===== src/rtl/led_pkg.sv =====
// led_pkg: shared mode encodings and default widths for the LED pattern generator
package led_pkg;
  localparam logic [1:0] MODE_OFF     = 2'd0;
  localparam logic [1:0] MODE_ON      = 2'd1;
  localparam logic [1:0] MODE_BLINK   = 2'd2;
  localparam logic [1:0] MODE_BREATHE = 2'd3;
  localparam int PER_W_DEF    = 16;
  localparam int PWM_BITS_DEF = 8;
endpackage


===== src/rtl/led_channel.sv =====
// led_channel: one LED channel with mode/period registers, tick counter, blink phase and breathe ramp
// Ports: i_clk/i_rst_n clock and async active-low reset; i_tick prescaler tick;
//        i_wr load strobe for this channel with i_mode/i_period; i_pwm shared PWM count;
//        o_led unregistered LED level for this channel.
module led_channel import led_pkg::*; #(
  parameter int PER_W    = PER_W_DEF,
  parameter int PWM_BITS = PWM_BITS_DEF
) (
  input  logic                i_clk,
  input  logic                i_rst_n,
  input  logic                i_tick,
  input  logic                i_wr,
  input  logic [1:0]          i_mode,
  input  logic [PER_W-1:0]    i_period,
  input  logic [PWM_BITS-1:0] i_pwm,
  output logic                o_led
);
  localparam logic [PWM_BITS-1:0] BR_MAX = '1;
  logic [1:0]          r_mode;
  logic [PER_W-1:0]    r_period;
  logic [PER_W-1:0]    r_cnt;
  logic                r_phase;
  logic                r_down;
  logic [PWM_BITS-1:0] r_bright;
  logic                w_last;
  assign w_last = r_cnt == r_period - PER_W'(1);
  // A write takes priority over a coincident tick, so that tick is not counted.
  always_ff @(posedge i_clk or negedge i_rst_n)
    if (!i_rst_n) begin
      r_mode   <= MODE_OFF;
      r_period <= PER_W'(1);
      r_cnt    <= '0;
      r_phase  <= 1'b0;
      r_down   <= 1'b0;
      r_bright <= '0;
    end else if (i_wr) begin
      r_mode   <= i_mode;
      r_period <= (i_period == '0) ? PER_W'(1) : i_period;
      r_cnt    <= '0;
      r_phase  <= 1'b0;
      r_down   <= 1'b0;
      r_bright <= '0;
    end else if (i_tick && r_mode != MODE_OFF) begin
      r_cnt <= w_last ? '0 : r_cnt + PER_W'(1);
      if (w_last && r_mode == MODE_BLINK)
        r_phase <= ~r_phase;
      // The ramp holds one step at each end while the direction flips.
      if (w_last && r_mode == MODE_BREATHE) begin
        if (!r_down) begin
          r_down   <= r_bright == BR_MAX;
          r_bright <= (r_bright == BR_MAX) ? r_bright : r_bright + PWM_BITS'(1);
        end else begin
          r_down   <= r_bright != '0;
          r_bright <= (r_bright == '0) ? r_bright : r_bright - PWM_BITS'(1);
        end
      end
    end
  always_comb
    o_led = (r_mode == MODE_ON) ? 1'b1 :
            (r_mode == MODE_BLINK) ? r_phase :
            (r_mode == MODE_BREATHE) ? (i_pwm < r_bright) : 1'b0;
endmodule


===== src/rtl/led_pattern_gen.sv =====
// led_pattern_gen: multi-channel LED pattern generator with shared prescaler and PWM counter
// Ports: i_clk/i_rst_n clock and async active-low reset; i_wr_en one-cycle write of
//        i_wr_mode/i_wr_period into channel i_wr_ch; o_tick_out registered tick pulse;
//        o_led_out registered LED drive, inverted when LED_ACTIVE_LOW is set.
module led_pattern_gen import led_pkg::*; #(
  parameter int CLK_FREQ_HZ    = 27_000_000,
  parameter int TICK_HZ        = 1000,
  parameter int N_CH           = 4,
  parameter int PER_W          = PER_W_DEF,
  parameter int PWM_BITS       = PWM_BITS_DEF,
  parameter int LED_ACTIVE_LOW = 0
) (
  input  logic             i_clk,
  input  logic             i_rst_n,
  input  logic             i_wr_en,
  input  logic [3:0]       i_wr_ch,
  input  logic [1:0]       i_wr_mode,
  input  logic [PER_W-1:0] i_wr_period,
  output logic             o_tick_out,
  output logic [N_CH-1:0]  o_led_out
);
  localparam int TICK_DIV = CLK_FREQ_HZ / TICK_HZ;
  localparam int PRE_W    = $clog2(TICK_DIV);
  localparam logic [N_CH-1:0] LED_MASK = (LED_ACTIVE_LOW != 0) ? '1 : '0;
  if (TICK_DIV < 2) begin : g_bad_div
    $error("TICK_DIV must be at least 2");
  end
  logic [PRE_W-1:0]    r_pre_cnt;
  logic [PWM_BITS-1:0] r_pwm;
  logic                r_tick_out;
  logic [N_CH-1:0]     r_led_out;
  logic                w_tick;
  logic [N_CH-1:0]     w_led;
  assign w_tick = r_pre_cnt == PRE_W'(TICK_DIV - 1);
  always_ff @(posedge i_clk or negedge i_rst_n)
    if (!i_rst_n) begin
      r_pre_cnt  <= '0;
      r_pwm      <= '0;
      r_tick_out <= 1'b0;
      r_led_out  <= LED_MASK;
    end else begin
      r_pre_cnt  <= w_tick ? '0 : r_pre_cnt + PRE_W'(1);
      r_pwm      <= r_pwm + PWM_BITS'(1);
      r_tick_out <= w_tick;
      r_led_out  <= w_led ^ LED_MASK;
    end
  // Channel indices at or above N_CH match no instance, so such writes are dropped.
  for (genvar g = 0; g < N_CH; g++) begin : g_ch
    led_channel #(.PER_W(PER_W), .PWM_BITS(PWM_BITS)) u_ch (
      .i_clk    (i_clk),
      .i_rst_n  (i_rst_n),
      .i_tick   (w_tick),
      .i_wr     (i_wr_en && i_wr_ch == 4'(g)),
      .i_mode   (i_wr_mode),
      .i_period (i_wr_period),
      .i_pwm    (r_pwm),
      .o_led    (w_led[g])
    );
  end
  assign o_tick_out = r_tick_out;
  assign o_led_out  = r_led_out;
endmodule


===== config.mk =====
export PLATFORM = sky130hd
export DESIGN_NAME = led_pattern_gen
export DESIGN_NICKNAME = d
export VERILOG_FILES = /design/src/rtl/led_pkg.sv /design/src/rtl/led_channel.sv /design/src/rtl/led_pattern_gen.sv
export SDC_FILE = /design/constraint.sdc
export NUM_CORES = 1
export LEC_CHECK = 0
export CAP_MARGIN = 25
export CORE_MARGIN = 4
export CORE_UTILIZATION = 57
export DETAILED_ROUTE_END_ITERATION = 10
export PLACE_DENSITY = 0.74
export SLEW_MARGIN = 20
export SYNTH_ARGS = -nofsm -noshare
export SYNTH_HDL_FRONTEND = slang
export SYNTH_SLANG_ARGS = --single-unit

===== constraint.sdc =====
create_clock -name i_clk -period 5.1 [get_ports i_clk]
set_input_delay 1.02 -clock i_clk [delete_from_list [all_inputs] [get_ports i_clk]]
set_output_delay 1.02 -clock i_clk [all_outputs]
set_load 0.01 [all_outputs]

==> results of run 1 <==
## worst max-delay path: cells and delay by family, from the launching register on
kind                     cells  cell delay [ns]
AND/OR/NAND/NOR              5             2.57
flip-flops                   1             0.39
XOR/XNOR                     2             0.34
multiplexers                 1             0.22
adder cells (fa/ha/maj)      1             0.20
buffers and inverters        1             0.08
## cells in the final DEF (no fill, tap or decap), types with 49 or more instances in the layout
cell type and count:
nand3_1 59, nor3_1 49, nand2_1 278, nor2_1 113, ha_1 62, dfrtp_1 200, xnor2_1 90, inv_1 62
o21ai_0 61, xor2_1 64
## layout make-up
cell class / count / area [sq um] / area share [%]
multi-input cells: 1195 / 7580 / 52.0
flip-flops and latches: 204 / 5110 / 35.1
clock buffers: 28 / 624 / 4.28
repair buffers: 46 / 432 / 2.96
well taps: 285 / 357 / 2.45
clock inverters: 13 / 243 / 1.67
inverters: 62 / 233 / 1.60
## layer usage
layer / vias up / GRT usage [%] / wire length [um]
li1: 5374 / - / -
met1: 5304 / 34.1 / 14300
met2: 275 / 40.4 / 14800
met3: 57 / 4.03 / 1960
met4: 2 / 5.63 / 730
met5: - / 0 / 13
## metrics by stage
step / setup slack, ns / util (%) / hold WS, ns / total power [mW]
global placement: 1.34 / 60.3 / 0.445 / 3.19
global route: 0.884 / 64.2 / 0.501 / 5.41
finish: 1.23 / 64.2 / 0.448 / 5.12
CTS: 1.27 / 64.1 / 0.455 / 5.15
floorplan: 1.56 / - / 0.425 / 2.91
detailed placement: 1.30 / 60.3 / 0.448 / 3.23
## final timing paths
| kind | startpoint | end | slack [ns] | cells after the start |
|---|---|---|---|---|
| max | g_ch[0].u_ch.r_period[1] | g_ch[0].u_ch.r_bright[1] | 1.23 | 10 |
| min | r_pre_cnt[0] | r_pre_cnt[0] | 0.45 | 1 |
| max reg2reg | g_ch[0].u_ch.r_period[1] | g_ch[0].u_ch.r_bright[1] | 1.23 | 10 |
| min reg2reg | r_pre_cnt[0] | r_pre_cnt[0] | 0.45 | 1 |
| max in group asynchronous | i_rst_n | g_ch[3].u_ch.r_bright[2] | 3.44 | 2 |
| min in group asynchronous | i_rst_n | g_ch[0].u_ch.r_cnt[3] | 0.61 | 1 |
## registers in the layout, indices dropped and copies added (netlist names)
name	count
g_ch.u_ch.r_period	64
o_led_out	4
g_ch.u_ch.r_bright	32
g_ch.u_ch.r_phase	4
o_tick_out	1
r_pre_cnt	15
g_ch.u_ch.r_cnt	64
r_pwm	8
g_ch.u_ch.r_mode	8
g_ch.u_ch.r_down	4
## cells by family after synthesis
| kind of cell | Yosys count | synth area share (%) |
|---|---|---|
| compound gates | 249 | 12.7 |
| xor+xnor | 154 | 10.2 |
| fa+ha+maj | 66 | 6.50 |
| buf+inv | 131 | 3.78 |
| flops | 204 | 38.8 |
| mux | 20 | 1.56 |
| simple gates | 706 | 26.4 |
## where the power goes
group          internal, mW  switching [mW]
Sequential             1.82           0.291
Clock                  1.22           0.675
Combinational         0.515           0.599
Total                  3.55            1.57
==> metrics.txt, run 1 <==
result of the run finished clean; first-pass GRT wire length 52.9 mm; placement row count 55; endpoint arrival time on the critical path 4.31 ns; post-route fraction of the period consumed by the critical path 75.8%; total number of vias 11000; pin count of the biggest net entering global routing 105; average routed wire per standard cell 17.4 um; number of placed instances, taps included 1790; number of cells produced by synthesis 1530; number of I/O pins 30; Antenna Violating Nets Remaining 0; die span in y 160 um; type of element capturing the critical path flip-flop; clock input transition at the sequential cells of the worst setup and hold paths 0.06 ns; setup repair after global routing missed its margin no; mean instance size in the synthesized netlist 8.60 sq um; sinks on the clock net 204; number of maximum-capacitance constraint violations 0; Crit path required time 5.55 ns; post-placement cell area 0.0137 sq mm; Hold Vio Cnt, Final 0; most common library cells after synthesis nand2_1 (278), dfrtp_1 (200), nor2_1 (113); Critical Path Source Type flip-flop; post-synthesis cell type count 75; filler cell count 1884; area of the die 0.0256 sq mm; Total Wirelength 31.9 mm; cell-by-cell trace of the critical path inv_1 > ha_1 > or4b_1 > or4_1 > xor2_1 > xnor2_1 > nor4_1 > and2_1 > mux2i_1 > and2_1; main area contributors after synthesis dfrtp_1 (38%), nand2_1 (7.9%), xnor2_1 (6.0%); ys async rst share 100%; summed negative setup slack over all endpoints 0 ns; final-stage net count 1623; Post-Syn Nets 1621; # diodes 0; final count of pins violating max slew 0; fraction of the yosys area taken by sequential cells 38.8%; number of warnings issued by yosys 0; synthesis-stage register bit count 204; total setup buffers inserted after CTS 0; Setup-failing EPs final 0; post-detail-place hpwl 22.1 mm; leftover overflow at the end of global routing 0; per-cell via count in the routed design 6.01; highest-delay cell along the critical path nor4_1; Synth Flop Type dfrtp_1; area fraction of the dominant cell type after synthesis 38.0%; transition time at the pin with the least slew margin 0.931 ns; cell accounting for the most synthesized area dfrtp_1; clk_skew 0.0167 ns; min Tclk post-route 3.87 ns; core area 0.0227 sq mm; final design area excluding fillers 0.0146 sq mm; worst rel slew slack 37.4%; TritonCTS clock tree built; Achievable Freq 0.259 GHz; number of global-route vias before repair 10400; Global Route Usage Sum 24.4%; clock buffer count from CTS 23; clock latency reported for the late side of the worst-skew pair 0.51 ns; post-route insts no fill 1833; relative area change from synthesis to final layout 10.7%; floorplan die width 160 um; highest cell delay on the worst timing path 0.81 ns; Longest Clk Path Bufs 3; type of the tightest min-delay check reg -> reg; depth of the CTS H-tree 1; effective utilization at floorplan 58.0%; DR DRC count 0; Top cell by count, worst path and2_1; highest net fanout along the worst path 7; root buffer cell clkbuf_16; Starting DRT DRC Count 727; peak ir drop on the vdd network 0.271 mV; hold buffers post-CTS 0; quantity of gates resized following cts 0; Worst Path Class, Setup reg -> reg; number of port buffers 29; number of synthesized flops with an enable pin 0; total power per unit cell area 351 mW/mm^2; library cell with the highest instance count after synthesis nand2_1; initial antenna violation count 1; total leakage power 6.57 nW; Final GP Congestion 0.894; area of the mapped netlist 0.0132 sq mm; number of iterations in the first detailed-routing pass 5; share of cells above drive strength 1 5.94%
No activity file was read; power rests on OpenSTA's default activity.
==> run 2, diff against run 1 <==
- clock period: 5.1 -> 4 ns (I/O delays scaled with it)
==> run 2 against run 1 <==
Effect of this change: maximum frequency increased by 6.3%; die area unchanged; core utilization up 0.23 points; combinational power is 30% higher; sequential power grew 27%; largest power group unchanged; cell count rose by 0.60%; register-to-register slack got worse by 0.87 ns; total power up 26%; clock-buffer cell count rose by 4; sequential share of layout area down 0.13 points; first-iteration DRC count is 20% higher.
==> metrics.txt, run 2 (synthesis gave the netlist of run 1 again) <==
share of cells above drive strength 1 6.41%; worst rel slew slack 38.3%; clock latency reported for the late side of the worst-skew pair 0.52 ns; Crit path required time 4.42 ns; number of I/O pins 30; peak ir drop on the vdd network 0.289 mV; Final GP Congestion 0.902; core area 0.0227 sq mm; Largest regs g_ch.u_ch.r_cnt (64), g_ch.u_ch.r_period (64), g_ch.u_ch.r_bright (32); TritonCTS clock tree built; highest cell delay on the worst timing path 0.74 ns; total leakage power 6.59 nW; highest-delay cell along the critical path or4b_2; DR DRC count 0; min Tclk post-route 3.63 ns; Total Wirelength 32.9 mm; effective utilization at floorplan 58.0%; number of iterations in the first detailed-routing pass 5; total setup buffers inserted after CTS 0; number of maximum-capacitance constraint violations 0; number of global-route vias before repair 10900; Hold Vio Cnt, Final 0; highest-count cells in the layout ignoring fill and taps nand2_1 (278), dfrtp_1 (200), nor2_1 (113); final count of pins violating max slew 0; Antenna Violating Nets Remaining 0; highest net fanout along the worst path 19; type of the tightest min-delay check in -> async; Setup-failing EPs final 0; per-cell via count in the routed design 6.04; Worst Path Class, Setup reg -> reg; result of the run finished clean; average routed wire per standard cell 17.8 um; total power per unit cell area 440 mW/mm^2; die span in y 160 um; setup slack of the most critical reg-to-reg path 0.37 ns; Top cell by count, worst path a311oi_1; post-route fraction of the period consumed by the critical path 90.9%; relative contribution of the clock network to total power 35.8%; quantity of gates resized following cts 0; sinks on the clock net 204; total number of vias 11100; final-stage net count 1634; switching power as a share of total power 31.5%; Critical Path Source Type flip-flop; combined buffer and inverter count along the critical path 2; pin count of the biggest net entering global routing 88; initial antenna violation count 0; Final Power 6.44 mW; cell-by-cell trace of the critical path inv_1 > ha_1 > or4b_2 > or2_2 > a311oi_1 > o21ai_0 > o41a_1 > nor4b_4 > buf_4 > a31oi_1 > a311oi_1; first-pass GRT wire length 54.5 mm; Starting DRT DRC Count 870; relative area change from synthesis to final layout 11.1%; clk_skew 0.0116 ns; depth of the CTS H-tree 1; transition time at the pin with the least slew margin 0.923 ns; number of port buffers 29; leftover overflow at the end of global routing 0; hold buffers post-CTS 0; area of the die 0.0256 sq mm; Longest Clk Path Bufs 3; Global Route Usage Sum 25.4%; floorplan die width 160 um; type of element capturing the critical path flip-flop; NetSw 2.03 mW; setup repair after global routing missed its margin no; most frequent standard cell in the layout excluding fill and tap cells nand2_1; share of total power in sequential cells 41.8%; endpoint arrival time on the critical path 4.06 ns; # diodes 0; CP top delay family simple AND/OR/NAND/NOR gates; Achievable Freq 0.275 GHz; clock buffer count from CTS 24; clock input transition at the sequential cells of the worst setup and hold paths 0.06 ns; combinational fraction of design power 22.4%; post-detail-place hpwl 23.0 mm; summed negative setup slack over all endpoints 0 ns; cell-internal power 4.41 mW; root buffer cell clkbuf_16; placement row count 55
[run 2: changes by cell type in the layout (fill, tap and decap cells not counted), sizes merged]
cell and change:
clkbuf +3, clkinvlp +2, buf +11, clkinv -2, bufinv -3
[run 2: final timing paths]
path                                          start                     to  cells past startpoint
max                        g_ch[2].u_ch.r_period[1]    g_ch[2].u_ch.r_down                     11
min                                         i_rst_n  g_ch[0].u_ch.r_cnt[2]                      1
max reg2reg                g_ch[2].u_ch.r_period[1]    g_ch[2].u_ch.r_down                     11
min reg2reg                            r_pre_cnt[0]           r_pre_cnt[0]                      1
max in group asynchronous                   i_rst_n           r_pre_cnt[6]                      2
min in group i_clk                     r_pre_cnt[0]           r_pre_cnt[0]                      1
[run 2: layer usage]
metal	part of all wire, %	global-route usage, %
met5	0	0
met4	3.0	7.74
met3	5.4	4.10
met2	46	40.5
met1	46	35.8
[run 2: area by class of cell]
class	instances	area, sq um
fillers	1872	8080
inverters	62	233
clock buffers	32	672
flip-flops and latches	204	5110
clock inverters	10	158
multi-input cells	1195	7580
well taps	285	357
repair buffers	56	522
[run 2: worst reg2reg max path, stage by stage (launching register included)]
cell and delay, ns:
dfrtp_1 0.41, inv_1 0.09, ha_1 0.26, or4b_2 0.74
or2_2 0.35, a311oi_1 0.24, o21ai_0 0.14, o41a_1 0.15
nor4b_4 0.46, buf_4 0.32, a31oi_1 0.12, a311oi_1 0.26
[run 2: power groups by stage]
stage / clock network (mW) / logic, mW / registers, mW
5_1_grt: 2.44 / 1.63 / 2.74
3_5_place_dp: 0 / 1.43 / 2.71
2_1_floorplan: 0 / 1.14 / 2.58
6_report: 2.31 / 1.44 / 2.69
3_3_place_gp: 0 / 1.40 / 2.71
4_1_cts: 2.35 / 1.44 / 2.68
[run 2: metrics by stage]
step                      hold slack [ns]  area [sq um]  utilization (%)  std cells  setup slack, ns
after floorplan                     0.425         13200                -       1530            0.464
after global placement              0.443         13800             60.8       1802            0.524
after detailed placement            0.450         13800             60.8       1802            0.417
after CTS                           0.253         14600             64.4       1844            0.417
after global routing                0.278         14600             64.4       1844            0.149
final                               0.242         14600             64.4       1844            0.365
